### config.mk
export PLATFORM = sky130hd
export DESIGN_NAME = adc_ad1_reader_flat
export DESIGN_NICKNAME = d
export VERILOG_FILES = /design/src/rtl/adc_ad1_reader_if.sv /design/src/rtl/adc_ad1_reader.sv /design/src/flat_wrapper.sv
export SDC_FILE = /design/constraint.sdc
export NUM_CORES = 1
export LEC_CHECK = 0
export BUFFER_PORTS_ARGS = -buffer_cell sky130_fd_sc_hd__buf_2
export CORE_UTILIZATION = 50
export DETAILED_ROUTE_END_ITERATION = 10
export PLACE_DENSITY_LB_ADDON = 0.15
export SLEW_MARGIN = 20
export SYNTH_ARGS = -nofsm -noshare
export SYNTH_HDL_FRONTEND = slang
export SYNTH_SLANG_ARGS = --single-unit
### constraint.sdc
create_clock -name clk -period 7.39 [get_ports clk]
set_input_delay 1.1085 -clock clk [delete_from_list [all_inputs] [get_ports clk]]
set_output_delay 1.1085 -clock clk [all_outputs]
set_load 0.02 [all_outputs]
### src/rtl/adc_ad1_reader_if.sv
// Signal bundle between the dual-channel serial ADC reader and its host/ADC side.
// The master modport is the reader; the slave modport is the ADC plus consumer.
interface adc_ad1_reader_if;
    logic        enable;
    logic        adc_miso0;
    logic        adc_miso1;
    logic        adc_cs_out;
    logic        adc_sclk;
    logic [11:0] data0;
    logic [11:0] data1;
    logic        data_valid;
    logic        lead_err;
    logic        busy;

    modport master (
        input  enable, adc_miso0, adc_miso1,
        output adc_cs_out, adc_sclk, data0, data1, data_valid, lead_err, busy
    );

    modport slave (
        output enable, adc_miso0, adc_miso1,
        input  adc_cs_out, adc_sclk, data0, data1, data_valid, lead_err, busy
    );
endinterface

### src/rtl/adc_ad1_reader.sv
// Reads two 16-bit serial ADC channels in parallel (SPI-like, MSB first) and
// publishes the low 12 bits of each, flagging nonzero leading bits.
module adc_ad1_reader #(
    parameter int unsigned HALF_DIV     = 2,
    parameter int unsigned QUIET_CYCLES = 4
) (
    input  logic             clk,
    input  logic             reset_b,
    adc_ad1_reader_if.master adc
);
    typedef enum logic [2:0] {IDLE, SETUP, SHIFT, DONE, QUIET} state_t;

    localparam logic [7:0] HALF_LAST  = 8'(HALF_DIV - 1);
    localparam logic [7:0] QUIET_LAST = 8'(QUIET_CYCLES - 1);

    state_t      state, state_n;
    logic [7:0]  div_cnt, div_cnt_n;
    logic [4:0]  half_cnt, half_cnt_n;
    logic [7:0]  quiet_cnt, quiet_cnt_n;
    logic        cs_next, sclk_next, capture;
    logic [15:0] shift0, shift1;

    always_comb begin
        state_n     = state;
        div_cnt_n   = div_cnt;
        half_cnt_n  = half_cnt;
        quiet_cnt_n = quiet_cnt;
        case (state)
            IDLE: begin
                if (adc.enable) begin
                    state_n   = SETUP;
                    div_cnt_n = '0;
                end
            end
            SETUP: begin
                if (div_cnt == HALF_LAST) begin
                    state_n    = SHIFT;
                    div_cnt_n  = '0;
                    half_cnt_n = '0;
                end else begin
                    div_cnt_n = div_cnt + 8'd1;
                end
            end
            SHIFT: begin
                // Even half-periods are SCLK low, odd are high; 32 halves per frame.
                if (div_cnt == HALF_LAST) begin
                    div_cnt_n = '0;
                    if (half_cnt == 5'd31) state_n = DONE;
                    else                   half_cnt_n = half_cnt + 5'd1;
                end else begin
                    div_cnt_n = div_cnt + 8'd1;
                end
            end
            DONE: begin
                state_n     = QUIET;
                quiet_cnt_n = '0;
            end
            QUIET: begin
                if (quiet_cnt == QUIET_LAST) state_n = IDLE;
                else                         quiet_cnt_n = quiet_cnt + 8'd1;
            end
            default: state_n = IDLE;
        endcase

        // Pins are registered from the next state so they line up with it.
        cs_next   = !(state_n == SETUP || state_n == SHIFT);
        sclk_next = !(state_n == SHIFT && !half_cnt_n[0]);
        capture   = adc.adc_sclk && !sclk_next;
    end

    always_ff @(posedge clk or negedge reset_b) begin
        if (!reset_b) begin
            state          <= IDLE;
            div_cnt        <= '0;
            half_cnt       <= '0;
            quiet_cnt      <= '0;
            shift0         <= '0;
            shift1         <= '0;
            adc.adc_cs_out <= 1'b1;
            adc.adc_sclk   <= 1'b1;
            adc.data0      <= '0;
            adc.data1      <= '0;
            adc.data_valid <= 1'b0;
            adc.lead_err   <= 1'b0;
        end else begin
            state          <= state_n;
            div_cnt        <= div_cnt_n;
            half_cnt       <= half_cnt_n;
            quiet_cnt      <= quiet_cnt_n;
            adc.adc_cs_out <= cs_next;
            adc.adc_sclk   <= sclk_next;
            adc.data_valid <= (state_n == DONE);
            if (capture) begin
                shift0 <= {shift0[14:0], adc.adc_miso0};
                shift1 <= {shift1[14:0], adc.adc_miso1};
            end
            if (state_n == DONE) begin
                adc.data0    <= shift0[11:0];
                adc.data1    <= shift1[11:0];
                adc.lead_err <= |{shift0[15:12], shift1[15:12]};
            end
        end
    end

    assign adc.busy = (state != IDLE);
endmodule

### src/flat_wrapper.sv
// flat-port wrapper written by rule: the top's interface ports become plain ports
module adc_ad1_reader_flat 
#(
    parameter int unsigned HALF_DIV     = 2,
    parameter int unsigned QUIET_CYCLES = 4
)
  (clk, reset_b, adc_enable, adc_adc_miso0, adc_adc_miso1, adc_adc_cs_out, adc_adc_sclk, adc_data0, adc_data1, adc_data_valid, adc_lead_err, adc_busy);
  adc_ad1_reader_if adc_i ();
  input  logic clk;
  input  logic reset_b;
  input wire logic [$bits(adc_i.enable)-1:0] adc_enable;
  input wire logic [$bits(adc_i.adc_miso0)-1:0] adc_adc_miso0;
  input wire logic [$bits(adc_i.adc_miso1)-1:0] adc_adc_miso1;
  output wire logic [$bits(adc_i.adc_cs_out)-1:0] adc_adc_cs_out;
  output wire logic [$bits(adc_i.adc_sclk)-1:0] adc_adc_sclk;
  output wire logic [$bits(adc_i.data0)-1:0] adc_data0;
  output wire logic [$bits(adc_i.data1)-1:0] adc_data1;
  output wire logic [$bits(adc_i.data_valid)-1:0] adc_data_valid;
  output wire logic [$bits(adc_i.lead_err)-1:0] adc_lead_err;
  output wire logic [$bits(adc_i.busy)-1:0] adc_busy;
  assign adc_i.enable = adc_enable;
  assign adc_i.adc_miso0 = adc_adc_miso0;
  assign adc_i.adc_miso1 = adc_adc_miso1;
  assign adc_adc_cs_out = adc_i.adc_cs_out;
  assign adc_adc_sclk = adc_i.adc_sclk;
  assign adc_data0 = adc_i.data0;
  assign adc_data1 = adc_i.data1;
  assign adc_data_valid = adc_i.data_valid;
  assign adc_lead_err = adc_i.lead_err;
  assign adc_busy = adc_i.busy;
  adc_ad1_reader #(.HALF_DIV(HALF_DIV), .QUIET_CYCLES(QUIET_CYCLES)) u_core (.clk(clk), .reset_b(reset_b), .adc(adc_i));
endmodule
==> results of run 1 <==
-- path summary, 6_finish.rpt --
kind	end	slack, ns
min	u_core.adc.data0[9]	0.51
max reg2reg	u_core.shift1[5]	4.44
max	u_core.shift1[5]	4.44
min reg2reg	u_core.adc.data0[9]	0.51
min in group asynchronous	u_core.quiet_cnt[5]	0.81
max in group asynchronous	u_core.shift0[13]	6.09
-- logic make-up (layout without fill, tap and decap cells) --
kind of cell	after synthesis	in the layout	synth area share, %
multiplexers	57	57	20.15
AO/OA/AOI/OAI	41	41	7.418
buffers and inverters	15	55	2.238
flip-flops	84	84	56.20
AND/OR/NAND/NOR	74	74	10.93
XOR/XNOR	6	6	1.403
adder cells (fa/ha/maj)	5	5	1.671
-- cell usage in the layout, fill, tap and decap left out, drive strengths merged, types with 10 or more instances in the layout --
cell type,n
buf,35
nand3,11
clkbuf,10
dfrtp,82
nor2,16
nand2,18
mux2,57
o21ai,18
-- report_power, final --
group | switching [mW] | total, mW | internal [mW]
Clock | 0.161 | 0.387 | 0.225
Combinational | 0.259 | 0.587 | 0.328
Sequential | 0.115 | 0.689 | 0.574
-- per-layer routing --
| layer | GRT usage, % | vias up | share of wire (%) |
|---|---|---|---|
| li1 | - | 1085 | - |
| met1 | 24.97 | 1131 | 51 |
| met2 | 25.87 | 28 | 46 |
| met3 | 3.078 | 8 | 2.3 |
| met4 | 9.238 | 0 | 1.6 |
| met5 | 0 | - | 0 |
-- state kept, by name, indices dropped and copies added (netlist names) --
name	flops
u_core.adc.adc_sclk	1
u_core.adc.adc_cs_out	1
u_core.adc.data1	12
u_core.adc.lead_err	1
u_core.quiet_cnt	8
u_core.adc.data_valid	1
u_core.state	3
u_core.shift0	16
u_core.half_cnt	5
u_core.div_cnt	8
u_core.shift1	16
u_core.adc.data0	12
-- metrics by stage --
stage / setup WS (ns) / instances
CTS: 4.435 / 421
global placement: 4.517 / 405
finish: 4.445 / 421
floorplan: 4.800 / 282
global route: 4.304 / 421
detailed placement: 4.454 / 405
-- critical path: stages, from the launching register on --
cell and delay (ns):
dfrtp_1 0.44, ha_1 0.23, and3_1 0.19, ha_1 0.27, and3_2 0.20, a221o_1 0.31, a2111oi_4 0.27, buf_4 0.52
mux2_2 0.40
-- area by class of cell --
class	count	area (um^2)	area share (%)
tap	99	123.9	2.931
clock inverter	6	112.6	2.664
inverter	4	15.01	0.3552
multi-input combinational	183	1556	36.83
timing repair buffer	35	186.4	4.411
clock buffer	10	127.6	3.020
sequential	84	2105	49.79
==> impl_metrics.env, run 1 <==
export IMPL_cts_reportedPaths_clkPinSlew_ns=0.08
export IMPL_dp_hpwl_mm=3.885
export IMPL_yosys_area_top_type="dfrtp_1"
export IMPL_drt_total_wl_mm=6.115
export IMPL_core_um2=7253
export IMPL_start_util_pct=51.63
export IMPL_mappedNetlistArea_um2=3745
export IMPL_endpoint_kind="register"
export IMPL_critPathMaxFanout=32
export IMPL_startpoint="u_core.half_cnt[0]"
export IMPL_setup_viol_count_final=0
export IMPL_htreeDepth=3
export IMPL_whs_ns=0.5051
export IMPL_period_share_pct=39.86
export IMPL_setup_tns_final_ns=0
export IMPL_ios=34
export IMPL_clock_latency_ns=0.34
export IMPL_min_path_type="reg -> reg"
export IMPL_synth_most_common_cell="dfrtp_1"
export IMPL_relSlewSlack_pct=51.18
export IMPL_total_power_mw=1.663
export IMPL_grt_overflow_total=0
export IMPL_syn2layout_area_growth_pct=12.86
export IMPL_hold_start="u_core.adc.data0[9]"
export IMPL_syn_num_nets=292
export IMPL_async_reset_ff_share_pct=100.0
export IMPL_vdd_drop_max_mv=0.2040
export IMPL_cts_hold_repair_buffers=0
export IMPL_antenna_cells=0
export IMPL_synth_top_cells_by_area="dfrtp_1 (55%), mux2_4 (12%), mux2_2 (8.1%)"
export IMPL_grt_max_degree=85
export IMPL_synth_ff_type="dfrtp_1"
export IMPL_placed_area_um2=3983
export IMPL_min_path_cells=1
export IMPL_final_nets=327
export IMPL_layout_drive_gt1_share_pct=36.65
export IMPL_cts_tree="built"
export IMPL_grt_pass1_vias=2164
export IMPL_hold_violations=0
export IMPL_port_buffers=33
export IMPL_fmax_ghz=0.3395
export IMPL_die_w_um=88.54
export IMPL_r2r_start="u_core.half_cnt[0]"
export IMPL_path_class="reg -> reg"
export IMPL_required_ns=7.62
export IMPL_dieHeight_um=88.54
export IMPL_final_util_pct=58.27
export IMPL_wl_per_cell_um=14.52
export IMPL_finClkSkew_ns=0.006533
export IMPL_dieArea_um2=7839
export IMPL_pwr_density_cell_nw_per_um2=393.4
export IMPL_first_pass_iters=4
export IMPL_p_leak_nw=2.072
export IMPL_synth_edf_count=0
export IMPL_cp_arrival_ns=3.17
export IMPL_status="complete, no violations"
export IMPL_antenna_found_initial=0
export IMPL_reg2regPathDepth=8
export IMPL_vias=2252
export IMPL_ant_nets=0
export IMPL_fillCellCount=627
export IMPL_grt_usage_pct=17.57
export IMPL_place_gp_congestion=0.7601
export IMPL_syn_inst=282
export IMPL_synth_common_cells="dfrtp_1 (82), mux2_4 (30), mux2_2 (27)"
export IMPL_yosysSeqAreaShare_pct=56.20
export IMPL_max_slew_worst_pin_slew_ns=0.7323
export IMPL_core_rowCount=31
export IMPL_grt_pass1_wl_mm=10.32
export IMPL_postCtsSetupBuffers=0
export IMPL_first_iter_violations=77
export IMPL_layout_min_cycle_time_ns=2.945
export IMPL_finalInstanceArea_um2=4227
export IMPL_ctsResizeCount=0
export IMPL_synth_top_area_share_pct=54.79
export IMPL_drc=0
export IMPL_root_buffer="clkbuf_8"
export IMPL_slew_violations=0
export IMPL_routed_via_density=5.349
export IMPL_synth_cell_types=40
export IMPL_cts_num_sinks=84
export IMPL_yosys_warnings=0
export IMPL_ys_seq_elements=84
export IMPL_cts_made_buffers=9
export IMPL_cts_max_path_buffers=2
export IMPL_start_kind="register"
export IMPL_syn_avg_cell_area_um2=13.28
export IMPL_max_cap_viol_count=0
export IMPL_rsz0062_at_grt="false"
Note: power is estimated with default switching activity, not from simulation.
==> run 2, diff against run 1 <==
Clock period 7.39 ns to 2.83 ns, I/O delays scaled along.
==> impl_metrics.env, run 2 (same netlist as run 1, synthesis figures left out) <==
export IMPL_layout_min_cycle_time_ns=2.673
export IMPL_core_rowCount=31
export IMPL_setup_viol_count_final=0
export IMPL_pwr_density_cell_nw_per_um2=1029
export IMPL_cts_reportedPaths_clkPinSlew_ns=0.08
export IMPL_placed_area_um2=4018
export IMPL_cp_arrival_ns=2.91
export IMPL_status="complete, no violations"
export IMPL_final_nets=332
export IMPL_vdd_drop_max_mv=0.5590
export IMPL_reg2reg_slack_ns=0.16
export IMPL_max_stage_delay_ns=0.44
export IMPL_grt_usage_pct=17.80
export IMPL_start_kind="register"
export IMPL_drt_total_wl_mm=6.199
export IMPL_slew_violations=0
export IMPL_hold_violations=0
export IMPL_critPathMaxFanout=9
export IMPL_vias=2252
export IMPL_worst_path_buf_inv=2
export IMPL_period_share_pct=94.45
export IMPL_syn2layout_area_growth_pct=13.77
export IMPL_first_pass_iters=4
export IMPL_crit_cells=9
export IMPL_cts_tree="built"
export IMPL_relSlewSlack_pct=50.37
export IMPL_die_w_um=88.54
export IMPL_rr_endpoint="u_core.shift1[13]"
export IMPL_crit_chain="ha_1 > and3_1 > ha_1 > and3_2 > a221o_1 > a2111oi_4 > buf_4 > buf_4 > mux2_4"
export IMPL_ios=34
export IMPL_layout_common_cells="dfrtp_1 (82), buf_2 (32), mux2_4 (30)"
export IMPL_seqCellArea_um2=2105
export IMPL_wl_per_cell_um=14.59
export IMPL_cts_num_sinks=84
export IMPL_dp_hpwl_mm=3.883
export IMPL_p_leak_nw=2.089
export IMPL_antenna_cells=0
export IMPL_finalInstanceArea_um2=4260
export IMPL_port_buffers=33
export IMPL_r2r_start="u_core.half_cnt[0]"
export IMPL_top_usage_layer="met2"
export IMPL_met3_usage_pct=7.090
export IMPL_endpoint_kind="register"
export IMPL_first_iter_violations=110
export IMPL_min_path_type="in -> async"
export IMPL_final_common_cell="dfrtp_1"
export IMPL_fillCellCount=622
export IMPL_multi_input_area_um2=1556
export IMPL_grtUsageMet2_pct=26.50
export IMPL_dieArea_um2=7839
export IMPL_top_regs="u_core.shift0 x16, u_core.shift1 x16"
export IMPL_ant_nets=0
export IMPL_layout_drive_gt1_share_pct=37.73
export IMPL_grt_pass1_vias=2088
export IMPL_setup_tns_final_ns=0
export IMPL_place_gp_congestion=0.7635
export IMPL_required_ns=3.07
export IMPL_path_class="reg -> reg"
export IMPL_cts_hold_repair_buffers=0
export IMPL_reg2regPathDepth=9
export IMPL_fmax_ghz=0.3741
export IMPL_antenna_found_initial=0
export IMPL_dieHeight_um=88.54
export IMPL_start_util_pct=51.63
export IMPL_rsz0062_at_grt="false"
export IMPL_cts_max_path_buffers=2
export IMPL_routed_via_density=5.299
export IMPL_drc=0
export IMPL_finClkSkew_ns=0.006356
export IMPL_htreeDepth=3
export IMPL_max_cap_viol_count=0
export IMPL_clock_latency_ns=0.35
export IMPL_core_um2=7253
export IMPL_grt_pass1_wl_mm=10.23
export IMPL_cts_made_buffers=9
export IMPL_grt_max_degree=85
export IMPL_grt_overflow_total=0
export IMPL_root_buffer="clkbuf_8"
export IMPL_max_slew_worst_pin_slew_ns=0.7445
export IMPL_use_met1_pct=23.82
export IMPL_crit_family="compound AO/OA/AOI/OAI gates"
export IMPL_crit_slowest_cell="dfrtp_1"
run 2: cell count changes in the layout (fill, tap and decap cells not counted), sizes merged:
cell      delta
bufinv       -2
clkinv       -3
inv          +2
buf          +4
clkbuf       +2
clkinvlp     +1
run 2: worst max path at each step:
stage	slack, ns	endpoint	startpoint
after floorplan	0.24	u_core.shift0[0]	u_core.half_cnt[0]
after global placement	0.18	u_core.shift1[5]	u_core.half_cnt[0]
after detailed placement	0.11	u_core.shift1[5]	u_core.half_cnt[0]
after CTS	0.08	u_core.shift1[5]	u_core.half_cnt[0]
after global routing	0.02	u_core.shift1[15]	u_core.half_cnt[0]
final	0.16	u_core.shift1[13]	u_core.half_cnt[0]
run 2: cell type report:
cell class	instances	area share [%]
inverters	4	0.3524
clock inverters	4	1.292
flip-flops and latches	84	49.40
repair buffers	40	5.962
clock buffers	11	3.554
multi-input cells	183	36.53
well taps	99	2.907
run 2: worst reg2reg max path, delay by kind of cell, from the launching register on:
kind	cells	cell delay [ns]
flip-flops	1	0.44
adder cells (fa/ha/maj)	2	0.50
multiplexers	1	0.32
buffers and inverters	2	0.41
AND/OR/NAND/NOR	2	0.40
AO/OA/AOI/OAI	2	0.51
run 2: layer usage:
layer,part of all wire (%),up-vias
met5,0,-
met2,45,35
met1,50,1109
li1,-,1101
met4,1.4,0
met3,3.5,7
run 2: repair_timing:
action                                  CTS  global route
buffers inserted                          0             1
resized for setup                         0             0
endpoints found under the setup margin    0            30
run 2: through the flow:
step | setup slack (ns) | power (mW) | util (%) | hold slack (ns) | std cells
final | 0.1570 | 4.382 | 58.74 | 0.1251 | 425
after global routing | 0.02302 | 4.675 | 58.74 | 0.1625 | 425
after CTS | 0.07731 | 4.326 | 58.24 | 0.2737 | 423
after floorplan | 0.2400 | 3.124 | - | 0.1289 | 282
after global placement | 0.1795 | 3.390 | 55.39 | 0.4864 | 408
after detailed placement | 0.1125 | 3.425 | 55.39 | 0.4905 | 408
run 2: power by group:
part	total (mW)	switching, mW	internal, mW
combinational	1.74	0.746	0.991
sequential	1.76	0.262	1.50
clock	0.882	0.425	0.457
total	4.38	1.43	2.95
==> run 3, diff against run 2 <==
Settings changed: REMOVE_ABC_BUFFERS set to 1.
==> impl_metrics.env, run 3 (same netlist as run 1, synthesis figures left out) <==
export IMPL_status="complete, no violations"
export IMPL_cts_tree="built"
export IMPL_p_leak_nw=2.124
export IMPL_drt_total_wl_mm=6.328
export IMPL_reg2reg_slack_ns=0.12
export IMPL_crit_family="compound AO/OA/AOI/OAI gates"
export IMPL_period_share_pct=95.81
export IMPL_vias=2272
export IMPL_ios=34
export IMPL_layout_min_cycle_time_ns=2.711
export IMPL_ant_nets=0
export IMPL_dieArea_um2=7839
export IMPL_place_gp_congestion=0.7430
export IMPL_layout_drive_gt1_share_pct=38.30
export IMPL_fmax_ghz=0.3688
export IMPL_finClkSkew_ns=0.01010
export IMPL_first_pass_iters=4
export IMPL_hold_violations=0
export IMPL_antenna_cells=0
export IMPL_cts_made_buffers=9
export IMPL_core_um2=7253
export IMPL_cts_num_sinks=84
export IMPL_total_power_mw=4.549
export IMPL_drc=0
export IMPL_pwr_density_cell_nw_per_um2=1053
export IMPL_cp_arrival_ns=2.95
export IMPL_relSlewSlack_pct=55.12
export IMPL_slew_violations=0
export IMPL_crit_chain="ha_1 > and3_1 > ha_1 > and3_2 > a221o_1 > a2111oi_4 > buf_4 > buf_6 > mux2_4"
export IMPL_rr_endpoint="u_core.shift0[5]"
export IMPL_max_stage_delay_ns=0.44
export IMPL_min_path_type="in -> async"
export IMPL_port_buffers=33
export IMPL_grt_pass1_vias=2157
export IMPL_start_kind="register"
export IMPL_endpoint_kind="register"
export IMPL_max_cap_viol_count=0
export IMPL_dp_hpwl_mm=4.027
export IMPL_top_regs="u_core.shift0 x16, u_core.shift1 x16"
export IMPL_root_buffer="clkbuf_8"
export IMPL_max_slew_worst_pin_slew_ns=0.6718
export IMPL_layout_common_cells="dfrtp_1 (82), buf_2 (32), mux2_4 (30)"
export IMPL_final_nets=334
export IMPL_htreeDepth=3
export IMPL_crit_slowest_cell="dfrtp_1"
export IMPL_critPathMaxFanout=16
export IMPL_r2r_start="u_core.half_cnt[0]"
export IMPL_placed_area_um2=4038
export IMPL_crit_cells=9
export IMPL_finalInstanceArea_um2=4320
export IMPL_die_w_um=88.54
export IMPL_grt_pass1_wl_mm=10.45
export IMPL_worst_path_buf_inv=2
export IMPL_core_rowCount=31
export IMPL_vdd_drop_max_mv=0.4568
export IMPL_cts_max_path_buffers=2
export IMPL_path_class="reg -> reg"
export IMPL_dieHeight_um=88.54
export IMPL_reg2regPathDepth=9
export IMPL_setup_viol_count_final=0
export IMPL_required_ns=3.07
export IMPL_grt_usage_pct=17.69
export IMPL_antenna_found_initial=0
export IMPL_fillCellCount=596
export IMPL_cts_hold_repair_buffers=0
export IMPL_clock_latency_ns=0.35
export IMPL_cts_reportedPaths_clkPinSlew_ns=0.08
export IMPL_critPathMostFrequentCell="ha_1"
export IMPL_syn2layout_area_growth_pct=15.37
export IMPL_grt_max_degree=50
export IMPL_grt_overflow_total=0
export IMPL_routed_via_density=5.308
export IMPL_first_iter_violations=107
export IMPL_wl_per_cell_um=14.79
export IMPL_start_util_pct=51.63
export IMPL_final_common_cell="dfrtp_1"
export IMPL_rsz0062_at_grt="false"
-- run 3: changes by cell type in the layout (fill, tap and decap cells not counted), sizes merged --
cell	delta
clkinv	+3
buf	+2
bufinv	+2
clkbuf	-2
clkinvlp	-1
inv	-1
-- run 3: final cells by class --
class	instances	area (um^2)	share of cell area [%]
flip-flops and latches	84	2105	48.71
clock buffers	9	123.9	2.867
repair buffers	42	272.8	6.313
well taps	99	123.9	2.867
multi-input cells	183	1556	36.03
clock inverters	7	123.9	2.867
inverters	4	15.01	0.3475
-- run 3: power breakdown --
part           switching [mW]  internal, mW
Combinational           0.765         0.980
Clock                   0.444         0.594
Sequential              0.266          1.50
-- run 3: worst max path at each step --
stage / slack, ns / start / endpoint
floorplan: -1.17 / u_core.half_cnt[0] / u_core.shift1[5]
global placement: 0.14 / u_core.half_cnt[0] / u_core.shift1[5]
detailed placement: 0.10 / u_core.half_cnt[0] / u_core.shift1[5]
CTS: 0.08 / u_core.half_cnt[0] / u_core.shift1[5]
global route: 0.01 / u_core.half_cnt[0] / u_core.shift1[0]
finish: 0.12 / u_core.half_cnt[0] / u_core.shift0[5]
-- run 3: repair_timing --
action,4_1_cts,5_1_grt
setup buffers,0,1
resized for setup,0,1
setup endpoints to repair,0,9
-- run 3: layer usage --
metal,GRT usage [%],part of all wire [%]
met3,3.358,2.6
met1,25.91,53
met4,8.358,1.7
met5,0,0
met2,25.45,43
-- run 3: per-stage QoR --
stage	hold WS [ns]	utilization, %	setup WS, ns	TNS (ns)	cells
final	0.08367	59.57	0.1187	0	428
after global routing	0.1298	59.57	0.009517	0	428
after global placement	0.4822	55.67	0.1392	0	409
after detailed placement	0.4857	55.67	0.1033	0	409
after CTS	0.09969	59.08	0.08020	0	425
after floorplan	0.1289	-	-1.171	-34.68	271
